<file path="config.mk">
export PLATFORM = sky130hd
export DESIGN_NAME = control_unit
export DESIGN_NICKNAME = d
export VERILOG_FILES = /design/src/rtl/control_pkg.sv /design/src/rtl/control_unit.sv
export SDC_FILE = /design/constraint.sdc
export NUM_CORES = 1
export LEC_CHECK = 0
export BUFFER_PORTS_ARGS = -buffer_cell sky130_fd_sc_hd__buf_4
export CORE_UTILIZATION = 32
export CTS_CLUSTER_DIAMETER = 50
export DETAILED_ROUTE_END_ITERATION = 16
export GPL_TIMING_DRIVEN = 0
export PLACE_DENSITY = 0.64
export SLEW_MARGIN = 0
export SYNTH_ARGS = -nofsm -noshare
export SYNTH_HDL_FRONTEND = slang
export SYNTH_SLANG_ARGS = --single-unit
</file>
<file path="constraint.sdc">
create_clock -name clk -period 1.5 [get_ports clk]
set_input_delay 0.075 -clock clk [delete_from_list [all_inputs] [get_ports clk]]
set_output_delay 0.075 -clock clk [all_outputs]
set_load 0.02 [all_outputs]
</file>
<file path="src/rtl/control_pkg.sv">
// ---------------------------------------------------------------------------
// control_pkg
// Shared definitions for the multicycle MIPS control unit:
//   - state_e       : FSM state encoding (also exported on state_out)
//   - OP_* / FN_*   : IR opcode and R-type funct field values
//   - MUXn_*        : datapath mux select codes
//   - ULA_*         : ula32 operation codes
//   - EXC_*         : exception cause codes
// Helper functions decode the supported R-type funct values.
// ---------------------------------------------------------------------------
package control_pkg;

    typedef enum logic [4:0] {
        ST_RESET  = 5'd0,
        ST_FETCH  = 5'd1,
        ST_DECODE = 5'd2,
        ST_EXEC_R = 5'd3,
        ST_WB_R   = 5'd4,
        ST_EXEC_I = 5'd5,
        ST_WB_I   = 5'd6,
        ST_ADDR   = 5'd7,
        ST_MEM_RD = 5'd8,
        ST_WB_LW  = 5'd9,
        ST_MEM_WR = 5'd10,
        ST_BR     = 5'd11,
        ST_JUMP   = 5'd12,
        ST_EXC    = 5'd13
    } state_e;

    // Opcodes (IR[31:26])
    localparam logic [5:0] OP_RTYPE = 6'h00;
    localparam logic [5:0] OP_J     = 6'h02;
    localparam logic [5:0] OP_BEQ   = 6'h04;
    localparam logic [5:0] OP_BNE   = 6'h05;
    localparam logic [5:0] OP_ADDI  = 6'h08;
    localparam logic [5:0] OP_LW    = 6'h23;
    localparam logic [5:0] OP_SW    = 6'h2B;

    // R-type funct values (IR[5:0])
    localparam logic [5:0] FN_ADD = 6'h20;
    localparam logic [5:0] FN_SUB = 6'h22;
    localparam logic [5:0] FN_AND = 6'h24;

    // Memory address select
    localparam logic [2:0] MUX1_PC     = 3'd0;
    localparam logic [2:0] MUX1_ALUOUT = 3'd1;
    // Write-register select
    localparam logic [2:0] MUX2_RT     = 3'd0;
    localparam logic [2:0] MUX2_RD     = 3'd1;
    // Write-data select
    localparam logic [2:0] MUX3_MDR    = 3'd0;
    localparam logic [2:0] MUX3_ALUOUT = 3'd1;
    // ALU A select
    localparam logic [2:0] MUX4_PC     = 3'd0;
    localparam logic [2:0] MUX4_A      = 3'd1;
    // ALU B select
    localparam logic [2:0] MUX5_B      = 3'd0;
    localparam logic [2:0] MUX5_IMM    = 3'd1;
    localparam logic [2:0] MUX5_IMM_SH = 3'd2;
    localparam logic [2:0] MUX5_FOUR   = 3'd3;
    // PC source select
    localparam logic [2:0] MUX13_ALU    = 3'd0;
    localparam logic [2:0] MUX13_ALUOUT = 3'd1;
    localparam logic [2:0] MUX13_JUMP   = 3'd2;

    // ula32 operations
    localparam logic [2:0] ULA_NONE = 3'b000;
    localparam logic [2:0] ULA_ADD  = 3'b001;
    localparam logic [2:0] ULA_SUB  = 3'b010;
    localparam logic [2:0] ULA_AND  = 3'b011;

    // Exception causes
    localparam logic [1:0] EXC_NONE    = 2'b00;
    localparam logic [1:0] EXC_ILLEGAL = 2'b01;
    localparam logic [1:0] EXC_OVF     = 2'b10;

    // True for the R-type funct values this control unit can execute.
    function automatic logic funct_is_legal(input logic [5:0] fn);
        return (fn == FN_ADD) || (fn == FN_SUB) || (fn == FN_AND);
    endfunction

    // True for the R-type operations whose overflow is trapped.
    function automatic logic funct_traps_ovf(input logic [5:0] fn);
        return (fn == FN_ADD) || (fn == FN_SUB);
    endfunction

    // ula32 operation for a legal R-type funct.
    function automatic logic [2:0] funct_to_ula(input logic [5:0] fn);
        logic [2:0] op;
        case (fn)
            FN_ADD:  op = ULA_ADD;
            FN_SUB:  op = ULA_SUB;
            FN_AND:  op = ULA_AND;
            default: op = ULA_NONE;
        endcase
        return op;
    endfunction

endpackage

</file>
<file path="src/rtl/control_unit.sv">
// ---------------------------------------------------------------------------
// control_unit
// Multicycle control FSM for the cpu1 datapath (add, sub, and, addi, lw, sw,
// beq, bne, j). Produces every datapath write enable, mux select and the ALU
// operation; halts in an exception state on overflow or illegal instruction.
//
// Parameters:
//   MEM_LAT       wait cycles from address presentation to data capture (1..7)
// Ports:
//   clk           system clock, rising edge
//   reset         asynchronous, active-low reset
//   opcode,funct  IR[31:26] and IR[5:0]
//   Overflow,Igual ula32 flags
//   PC_w, memoria_w, IR_w, MDR_w, reg_w, a_w, b_w, ALUOut_w   write enables
//   mux1_s..mux13_s  datapath mux selects
//   ula_selector  ula32 operation
//   exc, exc_cause exception halt flag and cause
//   state_out     current state encoding (debug)
// ---------------------------------------------------------------------------
module control_unit
    import control_pkg::*;
#(
    parameter int MEM_LAT = 2
) (
    input  logic       clk,
    input  logic       reset,
    input  logic [5:0] opcode,
    input  logic [5:0] funct,
    input  logic       Overflow,
    input  logic       Igual,
    output logic       PC_w,
    output logic       memoria_w,
    output logic       IR_w,
    output logic       MDR_w,
    output logic       reg_w,
    output logic       a_w,
    output logic       b_w,
    output logic       ALUOut_w,
    output logic [2:0] mux1_s,
    output logic [2:0] mux2_s,
    output logic [2:0] mux3_s,
    output logic [2:0] mux4_s,
    output logic [2:0] mux5_s,
    output logic [2:0] mux13_s,
    output logic [2:0] ula_selector,
    output logic       exc,
    output logic [1:0] exc_cause,
    output logic [4:0] state_out
);

    localparam logic [2:0] LAT = MEM_LAT[2:0];

    state_e     state_q, state_d;
    logic [2:0] cnt_q, cnt_d;
    logic [1:0] exc_cause_q, exc_cause_d;
    logic       mem_done;

    // Memory access completes on the cycle the wait counter reaches MEM_LAT,
    // so FETCH and MEM_RD each last MEM_LAT+1 cycles.
    assign mem_done = (cnt_q == LAT);

    // -----------------------------------------------------------------------
    // Next-state, wait counter and exception cause
    // -----------------------------------------------------------------------
    always_comb begin
        state_d     = state_q;
        cnt_d       = 3'd0;     // counter is only live in FETCH / MEM_RD
        exc_cause_d = exc_cause_q;

        case (state_q)
            ST_RESET: state_d = ST_FETCH;

            ST_FETCH: begin
                if (mem_done) begin
                    state_d = ST_DECODE;
                end else begin
                    cnt_d = cnt_q + 3'd1;
                end
            end

            ST_DECODE: begin
                case (opcode)
                    OP_RTYPE: begin
                        if (funct_is_legal(funct)) begin
                            state_d = ST_EXEC_R;
                        end else begin
                            state_d     = ST_EXC;
                            exc_cause_d = EXC_ILLEGAL;
                        end
                    end
                    OP_ADDI:       state_d = ST_EXEC_I;
                    OP_LW, OP_SW:  state_d = ST_ADDR;
                    OP_BEQ, OP_BNE: state_d = ST_BR;
                    OP_J:          state_d = ST_JUMP;
                    default: begin
                        state_d     = ST_EXC;
                        exc_cause_d = EXC_ILLEGAL;
                    end
                endcase
            end

            ST_EXEC_R: begin
                // 'and' cannot overflow, so its flag is ignored.
                if (Overflow && funct_traps_ovf(funct)) begin
                    state_d     = ST_EXC;
                    exc_cause_d = EXC_OVF;
                end else begin
                    state_d = ST_WB_R;
                end
            end

            ST_EXEC_I: begin
                if (Overflow) begin
                    state_d     = ST_EXC;
                    exc_cause_d = EXC_OVF;
                end else begin
                    state_d = ST_WB_I;
                end
            end

            // Address arithmetic never traps on overflow.
            ST_ADDR: state_d = (opcode == OP_SW) ? ST_MEM_WR : ST_MEM_RD;

            ST_MEM_RD: begin
                if (mem_done) begin
                    state_d = ST_WB_LW;
                end else begin
                    cnt_d = cnt_q + 3'd1;
                end
            end

            ST_WB_R, ST_WB_I, ST_WB_LW, ST_MEM_WR, ST_BR, ST_JUMP:
                state_d = ST_FETCH;

            ST_EXC: state_d = ST_EXC;   // terminal until reset

            default: state_d = ST_RESET;
        endcase
    end

    always_ff @(posedge clk or negedge reset) begin
        if (!reset) begin
            state_q     <= ST_RESET;
            cnt_q       <= 3'd0;
            exc_cause_q <= EXC_NONE;
        end else begin
            state_q     <= state_d;
            cnt_q       <= cnt_d;
            exc_cause_q <= exc_cause_d;
        end
    end

    // -----------------------------------------------------------------------
    // Output decode (Moore, except PC_w in BR which follows Igual)
    // -----------------------------------------------------------------------
    always_comb begin
        PC_w         = 1'b0;
        memoria_w    = 1'b0;
        IR_w         = 1'b0;
        MDR_w        = 1'b0;
        reg_w        = 1'b0;
        a_w          = 1'b0;
        b_w          = 1'b0;
        ALUOut_w     = 1'b0;
        mux1_s       = MUX1_PC;
        mux2_s       = MUX2_RT;
        mux3_s       = MUX3_MDR;
        mux4_s       = MUX4_PC;
        mux5_s       = MUX5_B;
        mux13_s      = MUX13_ALU;
        ula_selector = ULA_NONE;

        case (state_q)
            ST_FETCH: begin
                mux1_s = MUX1_PC;
                if (mem_done) begin
                    // Latch the instruction and advance PC <= PC + 4.
                    IR_w         = 1'b1;
                    PC_w         = 1'b1;
                    mux4_s       = MUX4_PC;
                    mux5_s       = MUX5_FOUR;
                    ula_selector = ULA_ADD;
                    mux13_s      = MUX13_ALU;
                end
            end

            ST_DECODE: begin
                // Read operands and precompute the branch target.
                a_w          = 1'b1;
                b_w          = 1'b1;
                mux4_s       = MUX4_PC;
                mux5_s       = MUX5_IMM_SH;
                ula_selector = ULA_ADD;
                ALUOut_w     = 1'b1;
            end

            ST_EXEC_R: begin
                mux4_s       = MUX4_A;
                mux5_s       = MUX5_B;
                ula_selector = funct_to_ula(funct);
                ALUOut_w     = 1'b1;
            end

            ST_WB_R: begin
                reg_w  = 1'b1;
                mux2_s = MUX2_RD;
                mux3_s = MUX3_ALUOUT;
            end

            ST_EXEC_I, ST_ADDR: begin
                mux4_s       = MUX4_A;
                mux5_s       = MUX5_IMM;
                ula_selector = ULA_ADD;
                ALUOut_w     = 1'b1;
            end

            ST_WB_I: begin
                reg_w  = 1'b1;
                mux2_s = MUX2_RT;
                mux3_s = MUX3_ALUOUT;
            end

            ST_MEM_RD: begin
                mux1_s = MUX1_ALUOUT;
                MDR_w  = mem_done;
            end

            ST_WB_LW: begin
                reg_w  = 1'b1;
                mux2_s = MUX2_RT;
                mux3_s = MUX3_MDR;
            end

            ST_MEM_WR: begin
                mux1_s    = MUX1_ALUOUT;
                memoria_w = 1'b1;
            end

            ST_BR: begin
                // Compare A and B; take ALUOut (branch target) when the
                // condition for this opcode holds.
                mux4_s       = MUX4_A;
                mux5_s       = MUX5_B;
                ula_selector = ULA_SUB;
                mux13_s      = MUX13_ALUOUT;
                PC_w         = (opcode == OP_BEQ) ? Igual : ~Igual;
            end

            ST_JUMP: begin
                mux13_s = MUX13_JUMP;
                PC_w    = 1'b1;
            end

            default: ;
        endcase
    end

    assign exc       = (state_q == ST_EXC);
    assign exc_cause = exc_cause_q;
    assign state_out = state_q;

endmodule

</file>
==> impl_metrics.env <==
export IMPL_row_count=20
export IMPL_cts_buffers=3
export IMPL_cts_buffer_depth=2
export IMPL_pwr_share_clk_pct=5.7
export IMPL_crit_arrival_ns=1.67
export IMPL_coreArea_mm2=0.003078
export IMPL_slew_limit_headroom_pct=64.48
export IMPL_cp_required_ns=1.42
export IMPL_ioPinCount=53
export IMPL_r2r_start="state_out[2]"
export IMPL_finalCriticalPeriod_ns=1.743
export IMPL_grt_max_degree=11
export IMPL_synthCells=134
export IMPL_netlist_area_mm2=0.001044
export IMPL_ys_warn_count=0
export IMPL_track_usage_pct=17.63
export IMPL_critPathKind="flop to output pin"
export IMPL_p_int_mw=1.754
export IMPL_fin_crit_sh_pct=116.2
export IMPL_worst_r2r_setup_slack_ns=-0.07
export IMPL_clock_sinks=9
export IMPL_tritoncts="done"
export IMPL_slew_viol_final=0
export IMPL_dpl_hpwl_um=2344
export IMPL_yosys_most_used_dff="dfrtp_1"
export IMPL_swShare_pct=45.30
export IMPL_outcome="finished, violations left"
export IMPL_hold_class="input port to async pin"
export IMPL_drt_wirelength_per_cell_um=14.16
export IMPL_violations="setup timing"
export IMPL_skew_ns=0.001455
export IMPL_clock_root_buffer="clkbuf_4"
export IMPL_grt_pass1_vias=1046
export IMPL_cts_clk_slew_worst_paths_ns=0.06
export IMPL_setup_viol=12
export IMPL_syn_to_final_growth_pct=83.21
export IMPL_die_w_um=59.11
export IMPL_start_kind="flop"
export IMPL_seqPwrFrac_pct=13.5
export IMPL_drtIter0Drc=75
export IMPL_fin_ws_ns=-0.2430
export IMPL_crit_path_end_kind="output pin"
export IMPL_start_util_pct=33.90
export IMPL_tightest_slew_ns=0.5254
export IMPL_totalWireLength_um=3611
export IMPL_yosysUniqueCellTypes=46
export IMPL_grt_setup_unrepaired="yes"
export IMPL_design_die_area_mm2=0.003493
export IMPL_power_switching_mw=1.453
export IMPL_fin_nets=228
export IMPL_timing_fmax_mhz=573.7
export IMPL_cap_viol_max_count=0
export IMPL_async_reset_ff_share_pct=100.0
export IMPL_power_leakage_nw=0.9274
export IMPL_diodes=0
export IMPL_yosysSeqAreaShare_pct=21.58
export IMPL_grt_pass1_wl_um=4650
export IMPL_numPlacedInstances=229
export IMPL_hold_ws_ns=0.1728
export IMPL_gp_congestion=0.8339
export IMPL_vias_per_cell=5.047
export IMPL_reg2reg_depth=8
export IMPL_synth_top_area_share_pct=21.58
export IMPL_ant_nets=0
export IMPL_hold_violations=0
export IMPL_die_h_um=59.11
export IMPL_fin_total_pwr_mw=3.207
export IMPL_synth_top_cell_by_area="dfrtp_1"
export IMPL_post_route_util_pct=62.11
export IMPL_r2r_end="state_out[3]"
export IMPL_n_fill_cell=263
export IMPL_io_buffers=40
export IMPL_layout_drive_gt1_share_pct=56.40
export IMPL_p_comb_share_pct=80.8
export IMPL_peakVddDrop_uv=631.5
export IMPL_worstPathMaxFanout=5
export IMPL_synth_area_leaders="dfrtp_1 22%, buf_4 11%, o21ai_0 3.8%"
export IMPL_drc_errors=0
export IMPL_final_cells=255
export IMPL_vias=1287
export IMPL_antenna_found_initial=0
export IMPL_powerDensity_mw_per_mm2=1677
export IMPL_globalRouteOverflowTotal=0
export IMPL_synth_seq_cells=9
export IMPL_insertion_delay_ns=0.26
export IMPL_fin_tns_setup_ns=-1.775
export IMPL_drt_pass1_iterations=4
export IMPL_htreeDepth=1
export IMPL_synth_edf_count=0
export IMPL_synth_avg_cell_area_um2=7.787
cell families after synthesis:
| kind of cell | count (synthesis) | synth area share [%] |
|---|---|---|
| flip-flops | 9 | 21.58 |
| AND/OR/NAND/NOR | 63 | 36.57 |
| XOR/XNOR | 5 | 4.197 |
| AO/OA/AOI/OAI | 31 | 20.75 |
| other | 1 | 0.3594 |
| buffers and inverters | 25 | 16.55 |
repair_timing:
action,in CTS,in global routing
resized for setup,28,31
setup buffers,8,16
setup endpoints to repair,19,18
hold endpoints to repair,9,0
hold buffers,1,0
cloned,0,0
pin swaps,7,15
layout make-up:
cell class,instances,area (um2),share of cell area (%)
sequential,9,230.2,12.04
inverter,4,15.01,0.7853
timing repair buffer,63,548.0,28.66
buffer,20,193.9,10.14
multi-input combinational,111,843.3,44.11
clock buffer,4,26.28,1.374
tap,44,55.05,2.880
registers in the layout, indices dropped and copies added, names as in the netlist:
signal     flops
cnt_q          3
exc_cause      2
state_out      4
cells in the final DEF (no fill, tap or decap), types with 4 or more instances in the layout:
cell type,netlist,final
dfrtp_2,0,4
dfrtp_1,9,5
buf_4,15,59
a21oi_1,6,5
o21ai_1,0,4
nor2_1,10,6
nand2_1,10,8
nor2b_1,5,4
conb_1,1,12
buf_6,3,15
clkbuf_4,0,5
buf_8,0,4
through the flow:
| step | setup WS [ns] | cell area, um2 |
|---|---|---|
| after CTS | -0.2535 | 1698 |
| after global placement | -0.1075 | 1494 |
| after floorplan | -0.01036 | 1139 |
| final | -0.2430 | 1912 |
| after global routing | -0.3238 | 1912 |
| after detailed placement | -0.1035 | 1494 |
worst max path at each step:
stage	startpoint	depth (start not counted)	to	slack, ns
finish	cnt_q[1]	4	mux5_s[1]	-0.24
detailed placement	opcode[5]	6	PC_w	-0.10
floorplan	state_out[2]	5	PC_w	-0.01
CTS	cnt_q[1]	4	mux5_s[1]	-0.25
global route	cnt_q[1]	6	ula_selector[0]	-0.32
global placement	opcode[5]	6	PC_w	-0.11
synthesized netlist by cell type (2+ instances only):
master	n
dfrtp_1	9
or3b_2	2
and2_1	3
buf_6	3
clkbuf_1	3
nor3b_1	2
nor3_1	4
a221oi_1	2
nand2_1	10
o31ai_1	2
a21oi_1	6
nand2b_1	6
inv_1	4
xnor2_1	3
nor4_1	4
o21ai_0	8
nor2b_1	5
buf_4	15
nand3_1	3
and3_1	3
xor2_1	2
nor2_1	10
nor4b_1	2
metal layers:
layer / up-vias / GRT usage, % / share of wire, %
met5: - / 0 / 0
met4: 0 / 3.741 / 2.0
met3: 4 / 3.275 / 5.2
met2: 58 / 31.82 / 55
met1: 599 / 21.69 / 38
li1: 626 / - / -
worst max-delay path: stages, from the launching register on:
cell and delay (ns):
dfrtp_1 0.39, or3b_4 0.43, nor4_4 0.29, or2_4 0.19
buf_6 0.10
power groups by stage:
| stage | Clock (mW) | Combinational (mW) | Sequential (mW) |
|---|---|---|---|
| 2_1_floorplan | 0 | 1.12 | 0.510 |
| 3_3_place_gp | 0 | 1.71 | 0.439 |
| 3_5_place_dp | 0 | 1.71 | 0.451 |
| 4_1_cts | 0.193 | 2.06 | 0.422 |
| 5_1_grt | 0.204 | 2.74 | 0.445 |
| 6_report | 0.184 | 2.59 | 0.433 |
No activity file was read; power rests on OpenSTA's default activity.
